$ cat src/rtl/gnn_io_sequencer.sv
// Streams 40 feature/weight words into parallel GNN engine inputs, gathers the
// engine's 8 result words under a timeout, then streams them out in order.
module gnn_io_sequencer #(
  parameter int NUM_X   = 16,
  parameter int NUM_W   = 24,
  parameter int NUM_OUT = 8,
  parameter int TIMEOUT = 16,
  parameter int DATA_W  = 5,
  parameter int RES_W   = 21
) (
  input  logic                        clk,
  input  logic                        rst_n,
  input  logic                        s_valid,
  input  logic signed [DATA_W-1:0]    s_data,
  output logic                        s_ready,
  output logic [NUM_X*DATA_W-1:0]     feat,
  output logic [NUM_W*DATA_W-1:0]     wgt,
  output logic                        eng_in_ready,
  input  logic [NUM_OUT*RES_W-1:0]    eng_out,
  input  logic [NUM_OUT-1:0]          eng_out_ready,
  output logic                        m_valid,
  output logic signed [RES_W-1:0]     m_data,
  output logic                        m_last,
  input  logic                        m_ready,
  output logic                        busy,
  output logic                        err
);

  localparam int NUM_IN = NUM_X + NUM_W;
  localparam int IDX_W  = $clog2(NUM_IN);
  localparam int OIDX_W = $clog2(NUM_OUT);
  localparam int CNT_W  = $clog2(TIMEOUT + 1);

  typedef enum logic [1:0] {
    LOAD  = 2'd0,
    RUN   = 2'd1,
    DRAIN = 2'd2
  } state_t;

  state_t                    r_state;
  state_t                    w_state_nxt;
  logic [IDX_W-1:0]          r_idx;
  logic [OIDX_W-1:0]         r_oidx;
  logic [NUM_OUT-1:0]        r_mask;
  logic [CNT_W-1:0]          r_cnt;
  logic                      r_err;
  logic                      r_eng_in_ready;
  logic [NUM_X*DATA_W-1:0]   r_feat;
  logic [NUM_W*DATA_W-1:0]   r_wgt;
  logic signed [RES_W-1:0]   r_res [NUM_OUT];

  logic                      w_s_fire;
  logic                      w_last_in;
  logic [NUM_OUT-1:0]        w_cap;
  logic [NUM_OUT-1:0]        w_mask_nxt;
  logic                      w_done;
  logic                      w_tmo;
  logic                      w_m_fire;
  logic                      w_out_last;

  assign w_s_fire   = (r_state == LOAD) && s_valid;
  assign w_last_in  = w_s_fire && (r_idx == IDX_W'(NUM_IN - 1));
  // Only first arrival of each word is captured; later ready pulses are ignored.
  assign w_cap      = (r_state == RUN) ? (eng_out_ready & ~r_mask) : '0;
  assign w_mask_nxt = r_mask | w_cap;
  assign w_done     = &w_mask_nxt;
  assign w_tmo      = (r_cnt == CNT_W'(TIMEOUT - 1));
  assign w_m_fire   = (r_state == DRAIN) && m_ready;
  assign w_out_last = (r_oidx == OIDX_W'(NUM_OUT - 1));

  always_ff @(posedge clk or negedge rst_n) begin
    if (!rst_n) r_state <= LOAD;
    else        r_state <= w_state_nxt;
  end

  always_comb begin
    w_state_nxt = r_state;
    case (r_state)
      LOAD:    if (w_last_in) w_state_nxt = RUN;
      RUN:     if (w_done || w_tmo) w_state_nxt = DRAIN;
      DRAIN:   if (w_m_fire && w_out_last) w_state_nxt = LOAD;
      default: w_state_nxt = LOAD;
    endcase
  end

  always_ff @(posedge clk or negedge rst_n) begin
    if (!rst_n) begin
      r_idx          <= '0;
      r_oidx         <= '0;
      r_mask         <= '0;
      r_cnt          <= '0;
      r_err          <= 1'b0;
      r_eng_in_ready <= 1'b0;
    end else begin
      r_eng_in_ready <= (w_state_nxt == RUN);
      case (r_state)
        LOAD: begin
          if (w_last_in) begin
            r_idx  <= '0;
            r_mask <= '0;
            r_cnt  <= '0;
            r_err  <= 1'b0;
          end else if (w_s_fire) begin
            r_idx <= r_idx + IDX_W'(1);
          end
        end
        RUN: begin
          r_mask <= w_mask_nxt;
          r_cnt  <= r_cnt + CNT_W'(1);
          // A capture landing on the timeout cycle can still rescue the run.
          if (w_tmo && !w_done) r_err <= 1'b1;
        end
        DRAIN: begin
          if (w_m_fire) begin
            if (w_out_last) begin
              r_oidx <= '0;
              r_idx  <= '0;
            end else begin
              r_oidx <= r_oidx + OIDX_W'(1);
            end
          end
        end
        default: ;
      endcase
    end
  end

  always_ff @(posedge clk or negedge rst_n) begin
    if (!rst_n) begin
      r_feat <= '0;
      r_wgt  <= '0;
    end else begin
      for (int k = 0; k < NUM_X; k++)
        if (w_s_fire && (r_idx == IDX_W'(k)))
          r_feat[k*DATA_W +: DATA_W] <= s_data;
      for (int k = 0; k < NUM_W; k++)
        if (w_s_fire && (r_idx == IDX_W'(NUM_X + k)))
          r_wgt[k*DATA_W +: DATA_W] <= s_data;
    end
  end

  always_ff @(posedge clk or negedge rst_n) begin
    if (!rst_n) begin
      for (int j = 0; j < NUM_OUT; j++) r_res[j] <= '0;
    end else begin
      for (int j = 0; j < NUM_OUT; j++) begin
        if (w_last_in)     r_res[j] <= '0;
        else if (w_cap[j]) r_res[j] <= eng_out[j*RES_W +: RES_W];
      end
    end
  end

  assign s_ready      = (r_state == LOAD);
  assign eng_in_ready = r_eng_in_ready;
  assign m_valid      = (r_state == DRAIN);
  assign m_data       = r_res[r_oidx];
  assign m_last       = m_valid && w_out_last;
  assign busy         = (r_state == RUN) || (r_state == DRAIN);
  assign err          = r_err;
  assign feat         = r_feat;
  assign wgt          = r_wgt;

endmodule
$ cat config.mk
export PLATFORM = sky130hd
export DESIGN_NAME = gnn_io_sequencer
export DESIGN_NICKNAME = d
export VERILOG_FILES = /design/src/rtl/gnn_io_sequencer.sv
export SDC_FILE = /design/constraint.sdc
export NUM_CORES = 1
export LEC_CHECK = 0
export BUFFER_PORTS_ARGS = -buffer_cell sky130_fd_sc_hd__buf_2
export CAP_MARGIN = 20
export CORE_ASPECT_RATIO = 1.1
export CORE_UTILIZATION = 47
export CTS_BUF_LIST = sky130_fd_sc_hd__clkbuf_8
export DETAILED_ROUTE_END_ITERATION = 16
export PLACE_DENSITY = 0.74
export REMOVE_ABC_BUFFERS = 1
export SLEW_MARGIN = 20
export SYNTH_ARGS = -nofsm -noshare
export SYNTH_HDL_FRONTEND = slang
export SYNTH_SLANG_ARGS = --single-unit
$ cat constraint.sdc
create_clock -name clk -period 2 [get_ports clk]
set_clock_uncertainty 0.1 [all_clocks]
set_input_delay 0.2 -clock clk [delete_from_list [all_inputs] [get_ports clk]]
set_output_delay 0.2 -clock clk [all_outputs]
set_load 0.1 [all_outputs]
Word-level counts from Yosys, hierarchy flattened
Cells that the tools add are included.
- bits in registers: 394
- logic and storage cells: 214
- add/sub/neg operators: 3
- $lt $le $gt $ge: 1
- bitwise operators: 4
- mux-type cells: 37
- equality and inequality tests: 49
- reduce and logical (&&, ||, !) cells: 65
- operator list (kind ; number):
    $mux W21 ; 18
    $eq A6 B5 Y1 const B ; 16
    $bmux W21 S3 ; 1
    $eq A6 B4 Y1 const B ; 8
    $eq A6 B6 Y1 const B ; 8
    $logic_and A1 B1 Y1 ; 45
    $eq A6 B3 Y1 const B ; 4
    $mux W6 ; 4
    $reduce_bool A2 Y1 ; 10
    $mux W8 ; 2
    $pmux W8 S2 ; 1
    $eq A6 B2 Y1 const B ; 2
    $pmux W6 S2 ; 1
    $pmux W5 S2 ; 1
    $and A8 B8 Y8 ; 1
    $not A8 Y8 ; 1
    $or A8 B8 Y8 ; 1
    $reduce_and A8 Y1 ; 1
    $add A6 B1 Y6 const B ; 1
    $eq A6 B1 Y1 const B ; 1
    $logic_not A6 Y1 ; 1
    $mux W2 ; 3
    $ne A2 B1 Y1 const B ; 3
    $pmux W2 S3 ; 1
    20 further kinds ; 24

Logic depth before layout (Yosys ltp)
- word-level depth: 9
- depth in mapped cells: 9

Worst setup path after synthesis
Ideal clock, no wire load.
- kind: reg2reg
- start: register r_state[1]
- end: register r_feat[55], in the netlist feat[55]
- setup time: 0.125 ns
- arrival: 2.715 ns
- clock period less this slack: 2.940 ns
- path buffers: 2
- stages on the path, launching flop included: 10
- setup slack: -0.940 ns
- cells stage by stage: dfrtp_1 -> inv_1 -> ha_1 -> buf_4 -> nand2_2 -> or3_1 -> buf_6 -> nor2_8 -> nand2_4 -> mux2_4
- longest elaborated chain between the ends: 3
- ends and longest elaborated chain (what ; RTL line ; text):
    from (decl) ; 40 ; state_t r_state;
    from (signal assigned) ; 73 ; else r_state <= w_state_nxt;
    $logic_not A2 Y1 ; n/a ;
    net s_ready ; 15 ; output logic s_ready,
    $logic_and A1 B1 Y1 ; 61 ; assign w_s_fire = (r_state == LOAD) && s_valid;
    $logic_and A1 B1 Y1 ; 134 ; if (w_s_fire && (r_idx == IDX_W'(k)))
    to (signal, indexed assignment) ; 135 ; r_feat[k*DATA_W +: DATA_W] <= s_data;
    to (decl) ; 48 ; logic [NUM_X*DATA_W-1:0] r_feat;
The timed path passes the listed nets, and every way through them passes these cells.
A chain may end at the register's enable or synchronous reset.

Worst setup path after layout
- start: register r_oidx[0]
- end: output port m_data[17]
- longest elaborated chain between the ends: 4
- ends and longest elaborated chain (what ; RTL line ; text):
    from (decl) ; 43 ; logic [OIDX_W-1:0] r_oidx;
    from (signal assigned) ; 119 ; r_oidx <= r_oidx + OIDX_W'(1);
    $not A3 Y4 (implied by the code) ; 156 ; assign m_data = r_res[r_oidx];
    $bmux W21 S3 ; 156 ;
    $mux W21 (implied by the code) (2 in a row) ; 156 ;
    to (decl) ; 22 ; output logic signed [RES_W-1:0] m_data,
Every way passes these cells. The select of a mux whose other input is x is not followed.

==> flow_summary.json <==
{
  "htree_levels": 2,
  "area_delta_synth_final_pct": 46.8,
  "yosysWarnings": 0,
  "rsz0062_at_grt": "true",
  "p_leak_nw": 12.4,
  "ys_top_cells_by_area": "dfrtp_1 58%, mux2_2 13%, nand2_1 8.3%, a21oi_1 5.6%, mux4_2 5.5%",
  "internal_power_mw": 20.7,
  "first_global_vias": 16255,
  "start_util_pct": 48.1,
  "synth_largest_area_cell": "dfrtp_1",
  "ir_drop_v": 0.00194,
  "die-area_mm2": 0.0371,
  "ant_nets": 0,
  "holdWs_ns": 0.0884,
  "gr-total-overflow": 0,
  "yosysUniqueCellTypes": 50,
  "fp.dieH_um": 202,
  "max_freq_mhz": 353,
  "cp.required_ns": 1.70,
  "grt_pass1_wl_um": 96700,
  "rows": 72,
  "switchingPower_mw": 23.1,
  "status": "complete, but fails checks",
  "setup_slack_ns": -0.836,
  "cp_data_arrival_time_ns": 2.54,
  "synth_ff_type": "dfrtp_1",
  "violations": "setup timing",
  "vias_per_cell": 5.73,
  "postSynth.asyncResetShare_pct": 100,
  "p_per_area_mw_per_mm2": 1750,
  "switching_share_pct": 52.7,
  "place.gp.congestion": 0.899,
  "nets": 2354,
  "dpl_cell_area_mm2": 0.0205,
  "grt_max_degree": 62,
  "yosysTopAreaCellShare_pct": 57.8,
  "whs_path_depth": 4,
  "stdcell_count": 2693,
  "maxCapViolations": 0,
  "min-delay-path-class": "in -> reg",
  "cts_buffer_depth": 3,
  "fin_area_mm2": 0.0251,
  "drive_gt1_share_pct": 44.7,
  "synth_area_per_cell_um2": 11.7,
  "wl_um": 65800,
  "cts_root_buf": "clkbuf_8",
  "tightest_slew_ns": 0.621,
  "cts_buffers": 61,
  "drtIter0Drc": 1506,
  "drc": 0,
  "max_slew_margin_pct": 58.6,
  "grt_usage_pct": 34.6,
  "slowest_delay_ns": 0.66,
  "path_depth": 5,
  "power_frac_seq_pct": 30.0,
  "start_kind": "flop",
  "setup-violations-final": 78,
  "netlist_instances": 1464,
  "drv_slew": 0,
  "synth_edf_count": 0,
  "clkPwrFrac_pct": 16.2,
  "core_region_area_mm2": 0.0355,
  "crit_family": "multiplexers",
  "path_class": "reg -> out",
  "synth.cell_area_mm2": 0.0171,
  "numClockSinks": 394,
  "yosysSeqAreaShare_pct": 57.8,
  "dr_total_vias": 15439,
  "ff2ff_path_depth": 8,
  "crit_path_top_delay_cell": "mux4_2",
  "power_mw": 43.8,
  "dr.pass1.iters": 8,
  "combPwrFrac_pct": 53.7,
  "hpwl_um": 38200,
  "antenna_found_initial": 4,
  "endpoint_kind": "output port",
  "finalCritPeriodShare_pct": 142,
  "critPathMaxFanout": 6,
  "cts.reportedPaths.clkPinSlew_ns": 0.06,
  "finalCriticalPeriod_ns": 2.84,
  "io-pin-count": 412,
  "insertion_delay_ns": 0.61,
  "hold_violations": 0,
  "dpl_worst_slack_ns": -0.168,
  "tritoncts": "yes",
  "post_drt_wl_per_cell_um": 24.4,
  "io_buffers": 411,
  "synth.ff_latch_count": 394,
  "cp_cell_sequence": "buf_6 > buf_16 > mux4_2 > mux2_4 > buf_12",
  "dp.cells": 2354,
  "critPathBufInv": 3,
  "die_x_um": 184
}
[registers in the layout, indices dropped and copies added, names as in the netlist]
name and flops:
r_res 168, wgt 120, feat 80, r_mask 8, r_idx 6, r_cnt 5
r_oidx 3, r_state 2, eng_in_ready 1, err 1
[through the flow]
step / util (%) / TNS, ns
6_report: 70.6 / -18.98
5_1_grt: 70.6 / -24.89
4_1_cts: 68.6 / -16.45
3_5_place_dp: 57.7 / -9.37
3_3_place_gp: 57.7 / -5.56
2_1_floorplan: - / -1206.21
[tightest hold or removal path, delay by kind of cell]
family	cells	cell delay, ns
buffers and inverters	2	0.37
AND/OR/NAND/NOR	2	0.15
[routing by layer]
metal / wire length (um) / share of wire, % / track usage, % / vias up
li1: - / - / - / 6420
met1: 22000 / 33 / 38.3 / 7510
met2: 30700 / 47 / 56.8 / 1166
met3: 8430 / 13 / 13.9 / 343
met4: 4630 / 7.0 / 19.0 / 0
met5: 0 / 0 / 0 / -
[synth_stat cells (all sizes together), types with 6 or more instances]
library cell / count
clkbuf: 66
nand3b: 8
nor2: 38
nand2: 383
dfrtp: 394
nand3: 17
buf: 31
mux2: 217
o21ai: 9
inv: 7
ha: 12
a21oi: 192
and3b: 6
mux4: 42
[kinds of logic (layout without fill, tap and decap cells)]
logic type,count (synthesis),after routing,share of synthesized area [%]
other,0,5,0
DFF,394,394,57.8
adders and majority gates,12,12,0.880
buffers and inverters,104,845,2.55
muxes,260,260,20.4
and+or+nand+nor,473,475,11.6
AOI/OAI and AO/OA,217,217,6.60
xor gates and xnor gates,4,4,0.205
[layout make-up]
class / instances / area, um^2
Timing Repair Buffer: 725 / 5880
Clock inverter: 33 / 205
Sequential cell: 394 / 9860
Multi-Input combinational cell: 968 / 7360
Fill cell: 2313 / 10400
Inverter: 7 / 26.3
Antenna cell: 5 / 12.5
Clock buffer: 80 / 1100
Tap cell: 481 / 602
[placed cells by master, fill, tap and decap left out, drive strengths merged, types with 2 or more instances in the layout]
master | netlist | layout
clkinv | 0 | 16
o22ai | 4 | 4
bufinv | 0 | 2
mux4 | 42 | 42
dfrtp | 394 | 394
o21ai | 9 | 9
or2 | 2 | 4
diode | 0 | 5
and3 | 2 | 2
nand4b | 2 | 2
mux2 | 217 | 217
buf | 31 | 543
inv | 7 | 21
a21o | 2 | 2
a31oi | 2 | 2
nor2 | 38 | 38
and3b | 6 | 6
nand3 | 17 | 17
nand2b | 3 | 3
xnor2 | 3 | 3
nand2 | 383 | 383
ha | 12 | 12
a22o | 2 | 2
nor3 | 4 | 4
nand3b | 8 | 8
dlygate4sd3 | 0 | 179
a21oi | 192 | 192
clkbuf | 66 | 83
[final timing paths]
kind / from / endpoint / slack [ns]
max: r_oidx[0]$_DFFE_PN0P_ / m_data[17] / -0.84
min: s_data[4] / wgt[119]$_DFFE_PN0P_ / 0.09
max reg2reg: r_state[1]$_DFF_PN0_ / feat[77]$_DFFE_PN0P_ / -0.11
min reg2reg: wgt[116]$_DFFE_PN0P_ / wgt[116]$_DFFE_PN0P_ / 0.38
max in group asynchronous: rst_n / wgt[99]$_DFFE_PN0P_ / 0.98
min in group asynchronous: rst_n / r_res[153]$_DFFE_PN0P_ / 0.10
[power groups by stage]
stage / Sequential [mW] / Combinational [mW] / Clock [mW]
after floorplan: 23.4 / 5.81 / 0
after global placement: 12.7 / 20.9 / 0
after CTS: 12.8 / 22.4 / 7.14
after global routing: 13.3 / 24.2 / 7.53
final: 13.2 / 23.5 / 7.11
after detailed placement: 12.9 / 21.2 / 0
[timing repair]
action                                 4_1_cts  5_1_grt
buffers inserted                            10       30
hold buffers                               179        0
endpoints found under the hold margin      574        0
resized for setup                          157      114
pin swaps                                    7       24
cloned                                       3        5
setup endpoints to repair                  207      280
Power figures use the tool's default switching activity.
